$ cat src/rtl/maxpool_2x2_s2_collect_pkg.sv
// ---------------------------------------------------------------------------
// maxpool_2x2_s2_collect_pkg
// Shared constants and helpers for the 2x2 / stride-2 max-pool collector:
//   - DW, CH          : activation width and number of parallel channels
//   - LEN1..LEN6      : selectable square feature-map widths
//   - cnt_t           : raster counter type, wide enough for LEN6
//   - decode_width()  : maps the 3-bit width select to {width, ok}
// ---------------------------------------------------------------------------
package maxpool_2x2_s2_collect_pkg;

  localparam int DW   = 4;
  localparam int CH   = 8;

  localparam int LEN1 = 16;
  localparam int LEN2 = 14;
  localparam int LEN3 = 28;
  localparam int LEN4 = 56;
  localparam int LEN5 = 112;
  localparam int LEN6 = 224;

  localparam int CNT_W = $clog2(LEN6);

  typedef logic [CNT_W-1:0] cnt_t;

  typedef struct packed {
    cnt_t width;
    logic ok;
  } width_cfg_t;

  // Reserved selects still run the counters on the largest width so that a
  // malformed frame is consumed in full, but nothing is ever pooled from it.
  function automatic width_cfg_t decode_width(input logic [2:0] sel);
    width_cfg_t cfg;
    cfg.ok = 1'b1;
    case (sel)
      3'd0:    cfg.width = cnt_t'(LEN1);
      3'd1:    cfg.width = cnt_t'(LEN2);
      3'd2:    cfg.width = cnt_t'(LEN3);
      3'd3:    cfg.width = cnt_t'(LEN4);
      3'd4:    cfg.width = cnt_t'(LEN5);
      3'd5:    cfg.width = cnt_t'(LEN6);
      default: begin
        cfg.width = cnt_t'(LEN6);
        cfg.ok    = 1'b0;
      end
    endcase
    return cfg;
  endfunction

endpackage

$ cat src/rtl/maxpool_2x2_s2_collect_max4.sv
// ---------------------------------------------------------------------------
// max4_u
// Two-stage registered unsigned maximum of four DW-bit pixels.
//   clk, rst_n : clock and asynchronous active-low reset
//   i_en1      : load stage 1 (pairwise maxima) from i_pix
//   i_en2      : load stage 2 (final maximum) from stage 1
//   i_pix      : four pixels, pixel k at [k*DW +: DW]
//   o_max      : registered maximum; holds while i_en2 is low
// ---------------------------------------------------------------------------
module max4_u
  import maxpool_2x2_s2_collect_pkg::*;
(
  input  logic            clk,
  input  logic            rst_n,
  input  logic            i_en1,
  input  logic            i_en2,
  input  logic [4*DW-1:0] i_pix,
  output logic [DW-1:0]   o_max
);

  logic [DW-1:0] w_p0, w_p1, w_p2, w_p3;
  logic [DW-1:0] w_max01, w_max23, w_max_final;
  logic [DW-1:0] r_max01, r_max23, r_max;

  assign w_p0 = i_pix[0*DW +: DW];
  assign w_p1 = i_pix[1*DW +: DW];
  assign w_p2 = i_pix[2*DW +: DW];
  assign w_p3 = i_pix[3*DW +: DW];

  assign w_max01     = (w_p0 >= w_p1) ? w_p0 : w_p1;
  assign w_max23     = (w_p2 >= w_p3) ? w_p2 : w_p3;
  assign w_max_final = (r_max01 >= r_max23) ? r_max01 : r_max23;

  always_ff @(posedge clk or negedge rst_n) begin
    if (!rst_n) begin
      r_max01 <= '0;
      r_max23 <= '0;
      r_max   <= '0;
    end else begin
      if (i_en1) begin
        r_max01 <= w_max01;
        r_max23 <= w_max23;
      end
      if (i_en2) begin
        r_max <= w_max_final;
      end
    end
  end

  assign o_max = r_max;

endmodule

$ cat src/rtl/maxpool_2x2_s2_collect.sv
// ---------------------------------------------------------------------------
// maxpool_2x2_s2_collect
// Tracks raster position of incoming 2x2 windows within a square feature map
// and emits the per-channel maximum of every odd-row/odd-column window
// (2x2 max-pool, stride 2) with a fixed 2-cycle latency.
//   clk, rst_n     : clock and asynchronous active-low reset
//   i_sel          : width select, latched only on a start-of-frame window
//   i_win_valid    : a new window is present on i_ifm_win2x2
//   i_win_sof      : window is raster position (0,0) of a new frame
//   i_ifm_win2x2   : channel c at [c*4*DW +: 4*DW]
//   o_pool_out     : channel c max at [c*DW +: DW], held between outputs
//   o_pool_valid   : o_pool_out carries a new pooled pixel
//   o_pool_last    : last pooled pixel of the frame
//   o_sof_err      : a frame was restarted before it completed
// ---------------------------------------------------------------------------
module maxpool_2x2_s2_collect
  import maxpool_2x2_s2_collect_pkg::*;
(
  input  logic                 clk,
  input  logic                 rst_n,
  input  logic [2:0]           i_sel,
  input  logic                 i_win_valid,
  input  logic                 i_win_sof,
  input  logic [CH*4*DW-1:0]   i_ifm_win2x2,
  output logic [CH*DW-1:0]     o_pool_out,
  output logic                 o_pool_valid,
  output logic                 o_pool_last,
  output logic                 o_sof_err
);

  // Frame state
  cnt_t r_col, r_row, r_width;
  logic r_w_ok, r_frame_active;

  // Control pipeline alongside the per-channel datapath
  logic r_s1_valid, r_s1_last, r_s1_err;
  logic r_pool_valid, r_pool_last, r_sof_err;

  width_cfg_t w_cfg;
  logic       w_start, w_accept, w_ok;
  cnt_t       w_col, w_row, w_width, w_width_m1;
  logic       w_col_end, w_row_end;
  logic       w_pool, w_last, w_sof_err;
  logic [CH*DW-1:0] w_pool_out;

  assign w_cfg   = decode_width(i_sel);
  assign w_start = i_win_valid & i_win_sof;
  // Outside a frame only a start-of-frame window is counted.
  assign w_accept = w_start | (i_win_valid & r_frame_active);

  // A start-of-frame window is evaluated as (0,0) under the newly latched
  // width, not under whatever the previous frame left behind.
  assign w_col      = w_start ? '0 : r_col;
  assign w_row      = w_start ? '0 : r_row;
  assign w_width    = w_start ? w_cfg.width : r_width;
  assign w_ok       = w_start ? w_cfg.ok : r_w_ok;
  assign w_width_m1 = w_width - cnt_t'(1);
  assign w_col_end  = (w_col == w_width_m1);
  assign w_row_end  = (w_row == w_width_m1);

  assign w_pool    = w_accept & w_ok & w_col[0] & w_row[0];
  assign w_last    = w_pool & w_col_end & w_row_end;
  assign w_sof_err = w_start & r_frame_active;

  always_ff @(posedge clk or negedge rst_n) begin
    if (!rst_n) begin
      r_col          <= '0;
      r_row          <= '0;
      r_width        <= cnt_t'(LEN1);
      r_w_ok         <= 1'b1;
      r_frame_active <= 1'b0;
    end else if (w_accept) begin
      r_width <= w_width;
      r_w_ok  <= w_ok;
      if (w_col_end) begin
        r_col <= '0;
        if (w_row_end) begin
          r_row          <= '0;
          r_frame_active <= 1'b0;
        end else begin
          r_row          <= w_row + cnt_t'(1);
          r_frame_active <= 1'b1;
        end
      end else begin
        r_col          <= w_col + cnt_t'(1);
        r_row          <= w_row;
        r_frame_active <= 1'b1;
      end
    end
  end

  always_ff @(posedge clk or negedge rst_n) begin
    if (!rst_n) begin
      r_s1_valid   <= 1'b0;
      r_s1_last    <= 1'b0;
      r_s1_err     <= 1'b0;
      r_pool_valid <= 1'b0;
      r_pool_last  <= 1'b0;
      r_sof_err    <= 1'b0;
    end else begin
      r_s1_valid   <= w_pool;
      r_s1_last    <= w_last;
      r_s1_err     <= w_sof_err;
      r_pool_valid <= r_s1_valid;
      r_pool_last  <= r_s1_last;
      r_sof_err    <= r_s1_err;
    end
  end

  // Datapath registers load only on pooled windows so o_pool_out holds.
  genvar gi;
  generate
    for (gi = 0; gi < CH; gi++) begin : g_ch
      max4_u u_max4 (
        .clk   (clk),
        .rst_n (rst_n),
        .i_en1 (w_pool),
        .i_en2 (r_s1_valid),
        .i_pix (i_ifm_win2x2[gi*4*DW +: 4*DW]),
        .o_max (w_pool_out[gi*DW +: DW])
      );
    end
  endgenerate

  assign o_pool_out   = w_pool_out;
  assign o_pool_valid = r_pool_valid;
  assign o_pool_last  = r_pool_last;
  assign o_sof_err    = r_sof_err;

endmodule

$ cat config.mk
export PLATFORM = sky130hd
export DESIGN_NAME = maxpool_2x2_s2_collect
export DESIGN_NICKNAME = d
export VERILOG_FILES = /design/src/rtl/maxpool_2x2_s2_collect_pkg.sv /design/src/rtl/maxpool_2x2_s2_collect_max4.sv /design/src/rtl/maxpool_2x2_s2_collect.sv
export SDC_FILE = /design/constraint.sdc
export NUM_CORES = 1
export LEC_CHECK = 0
export ABC_AREA = 0
export CAP_MARGIN = 25
export CORE_MARGIN = 5
export CORE_UTILIZATION = 30
export CTS_CLUSTER_DIAMETER = 200
export DETAILED_ROUTE_END_ITERATION = 12
export PLACE_DENSITY_LB_ADDON = 0.25
export SLEW_MARGIN = 10
export SYNTH_ARGS = -nofsm -noshare
export SYNTH_HDL_FRONTEND = slang
export SYNTH_SLANG_ARGS = --single-unit
$ cat constraint.sdc
create_clock -name clk -period 3.5 [get_ports clk]
set_input_delay 0.875 -clock clk [delete_from_list [all_inputs] [get_ports clk]]
set_output_delay 0.875 -clock clk [all_outputs]
set_load 0.03 [all_outputs]
==> impl_metrics.csv <==
group,metric,value,unit
status,status,"completed",
floorplan,std_cell_rows,62,
sta,fin_skew,19.4,ps
layout,seqCellArea,3210,µm²
placed_design,gp_congestion,0.845,
detailed_routing,drt-pass1-iter-count,4,
cts,cts.reportedPaths.clkPinSlew,60,ps
placed_design,dp_cells,1518,
yosys,synthTopCellsByCount,"dfrtp_1 (126), inv_1 (108), ha_1 (99), a21oi_1 (89), nand2_1 (86)",
grt,first_global_vias,7290,
yosys,synth.net_count,1190,
layout,diodes,0,
floorplan,die_area,32600,µm²
setup_path,r2r_end,"r_row[7]",
setup_path,rrSetupSlack,710,ps
cts,clk_latency,420,ps
setup_path,cp-start-kind,"primary input",
setup_path,path_class,"primary input to register",
yosys,synth_enable_flop_cells,0,
min_path,hp-start,"r_s1_last",
detailed_routing,drc,0,
power,power_frac_seq,34.0,%
setup_path,crit_start,"i_sel[1]",
power,power.total,0.00590,W
layout,n_fill_cell,2898,
yosys,synthTopCellsByArea,"dfrtp_1 (36%), ha_1 (14%), mux2i_1 (8.3%), a21oi_1 (5.1%), inv_1 (4.6%)",
yosys,async_reset_ff_share,100,%
layout,drive_gt1_share,9.25,%
sta,slew_violations,0,
floorplan,io_pins,170,
yosys,synth_largest_area_cell,"dfrtp_1",
cts,cts_tree,"built",
yosys,ys.flop_type,"dfrtp_1",
sta,fin_ws,190,ps
power,sw_frac_of_total,36.2,%
sta,fin_setup_tns,0,ps
sta,max_slew_margin,55.5,%
cts,clock-root-buffer,"clkbuf_16",
detailed_routing,ant_nets,0,
sta,tightest_slew,667,ps
cts,cts_buffers,17,
yosys,synth_most_common_cell,"dfrtp_1",
min_path,worstHoldPathCells,0,
detailed_routing,wl,21.9,mm
grt,gr-total-overflow,0,
sta,fmax,302,MHz
yosys,syn_inst,956,
floorplan,die_x,181,µm
cts,h-tree-depth,4,
min_path,hp-class,"register to register",
layout,syn_to_final_growth,34.0,%
grt,antenna_found_initial,0,
layout,multiInputGateArea,4970,µm²
cts,clock_sinks,128,
power,p_int,0.00376,W
detailed_routing,first_iter_violations,371,
layout,fin_cells,1551,
grt,grt_pass1_wl,36.7,mm
sta,setup_viol,0,
setup_path,reg2regPathDepth,9,
floorplan,coreArea,28700,µm²
sta,rsz0062_at_grt,"no",
detailed_routing,vias,7182,
setup_path,rr_startpoint,"r_width[2]",
yosys,ys_seq_area_share,36.7,%
placed_design,postPlaceCellArea,11100,µm²
yosys,synth_top_cell_area_share,36.1,%
layout,nets,1388,
power,pwr-share-clk,28.4,%
grt,grt_max_degree,131,
sta,min_period_over_period,94.6,%
placed_design,portBuffers,169,
power,leakage,5.48,nW
power,pwr-share-comb,37.6,%
yosys,synth_cell_types,66,
setup_path,critPathMaxFanout,8,
power,p_sw,0.00214,W
yosys,ys_warn_count,0,
grt,grt.total_usage,13.5,%
yosys,ys_ff_latch,128,
cts,clk_path_buf_depth,2,
layout,design_area,11700,µm²
placed_design,dp_slack,-306,ps
floorplan,chipHeight,181,µm
min_path,min_to,"o_pool_last",
power,irDropWorstVdd,247,µV
sta,fin_crit,3310,ps
detailed_routing,via_per_inst,4.63,
cts,post-cts-setup-buffers,0,
setup_path,crit_required,3810,ps
job,max_cap_violations,0,
sta,finalHoldViolCount,0,
yosys,synth_area,8720,µm²
setup_path,cp.arrival,3620,ps
placed_design,hpwl,16.8,mm
setup_path,endpoint_kind,"register",
floorplan,start_util,30.4,%
yosys,syn_area_per_cell,9.13,µm²
detailed_routing,detail_route.wl_per_cell,14.1,µm
power,powerDensity,504,nW/µm²
==> final cells by class <==
cell class | instances | share of cell area (%)
timing repair buffer | 214 | 17.8
multi-input combinational | 685 | 42.5
tap | 384 | 4.11
sequential | 128 | 27.4
clock inverter | 14 | 1.03
clock buffer | 18 | 3.67
inverter | 108 | 3.47
==> layer usage <==
| metal | up-vias | wire, µm | track usage (%) |
|---|---|---|---|
| met4 | 0 | 154 | 2.72 |
| met3 | 12 | 862 | 3.29 |
| li1 | 3717 | - | - |
| met5 | - | 0 | 0 |
| met1 | 3319 | 10600 | 18.2 |
| met2 | 134 | 10200 | 22.3 |
==> power groups by stage <==
stage	sequential (W)	combinational [W]	clock, W
floorplan	0.00222	0.00119	0
global placement	0.00202	0.00221	0
detailed placement	0.00203	0.00222	0
CTS	0.00201	0.00224	0.00173
global route	0.00205	0.00247	0.00179
finish	0.00201	0.00222	0.00167
==> worst max-delay path, cell delays in order <==
cell             delay (ps)
clkdlybuf4s50_1         430
nand2b_1                220
o31ai_2                 230
inv_1                    70
ha_1                    290
and4_2                  250
or3_4                   360
o311ai_4                270
and3_2                  280
buf_4                   170
a31oi_1                  90
o31ai_1                  70
==> flip-flops by register name (all words and copies together), names as in the netlist <==
signal,flops
g_ch.u_max4.o_max,32
g_ch.u_max4.r_max01,32
g_ch.u_max4.r_max23,32
o_pool_last,1
o_pool_valid,1
o_sof_err,1
r_col,8
r_frame_active,1
r_row,8
r_s1_err,1
r_s1_last,1
r_s1_valid,1
r_w_ok,1
r_width,8
==> worst max path at each step <==
stage	end	slack, ps	cells after the start
finish	r_row[7]	190	12
global route	r_row[3]	30	14
detailed placement	r_row[5]	-310	12
floorplan	r_row[0]	20	14
global placement	r_row[4]	-260	12
CTS	r_row[4]	130	13
==> cell usage in the layout, fill, tap and decap left out, types with 28 or more instances in the layout <==
| cell | n |
|---|---|
| inv_1 | 108 |
| nand2b_1 | 28 |
| clkdlybuf4s50_1 | 168 |
| ha_1 | 99 |
| a21oi_1 | 89 |
| dfrtp_1 | 125 |
| nand2_1 | 86 |
| a21o_1 | 48 |
| o21ai_0 | 71 |
| nor2_1 | 64 |
| mux2i_1 | 72 |
| buf_4 | 41 |
==> through the flow <==
| stage | util, % | hold slack (ps) |
|---|---|---|
| finish | 40.7 | 351 |
| global route | 40.7 | 372 |
| CTS | 40.6 | 357 |
| detailed placement | 38.7 | 345 |
| global placement | 38.7 | 340 |
| floorplan | - | 331 |
==> cells by family after synthesis <==
kind of cell,share of synthesized area [%]
fa+ha+maj,14.2
buf+inv,6.67
flops,36.7
mux,8.56
compound gates,18.3
xor+xnor,2.71
simple gates,12.8
==> repair_timing <==
action / 4_1_cts / 5_1_grt
gates resized for setup: 0 / 6
hold buffers: 0 / 0
setup endpoints to repair: 0 / 4
Power figures use the tool's default switching activity.
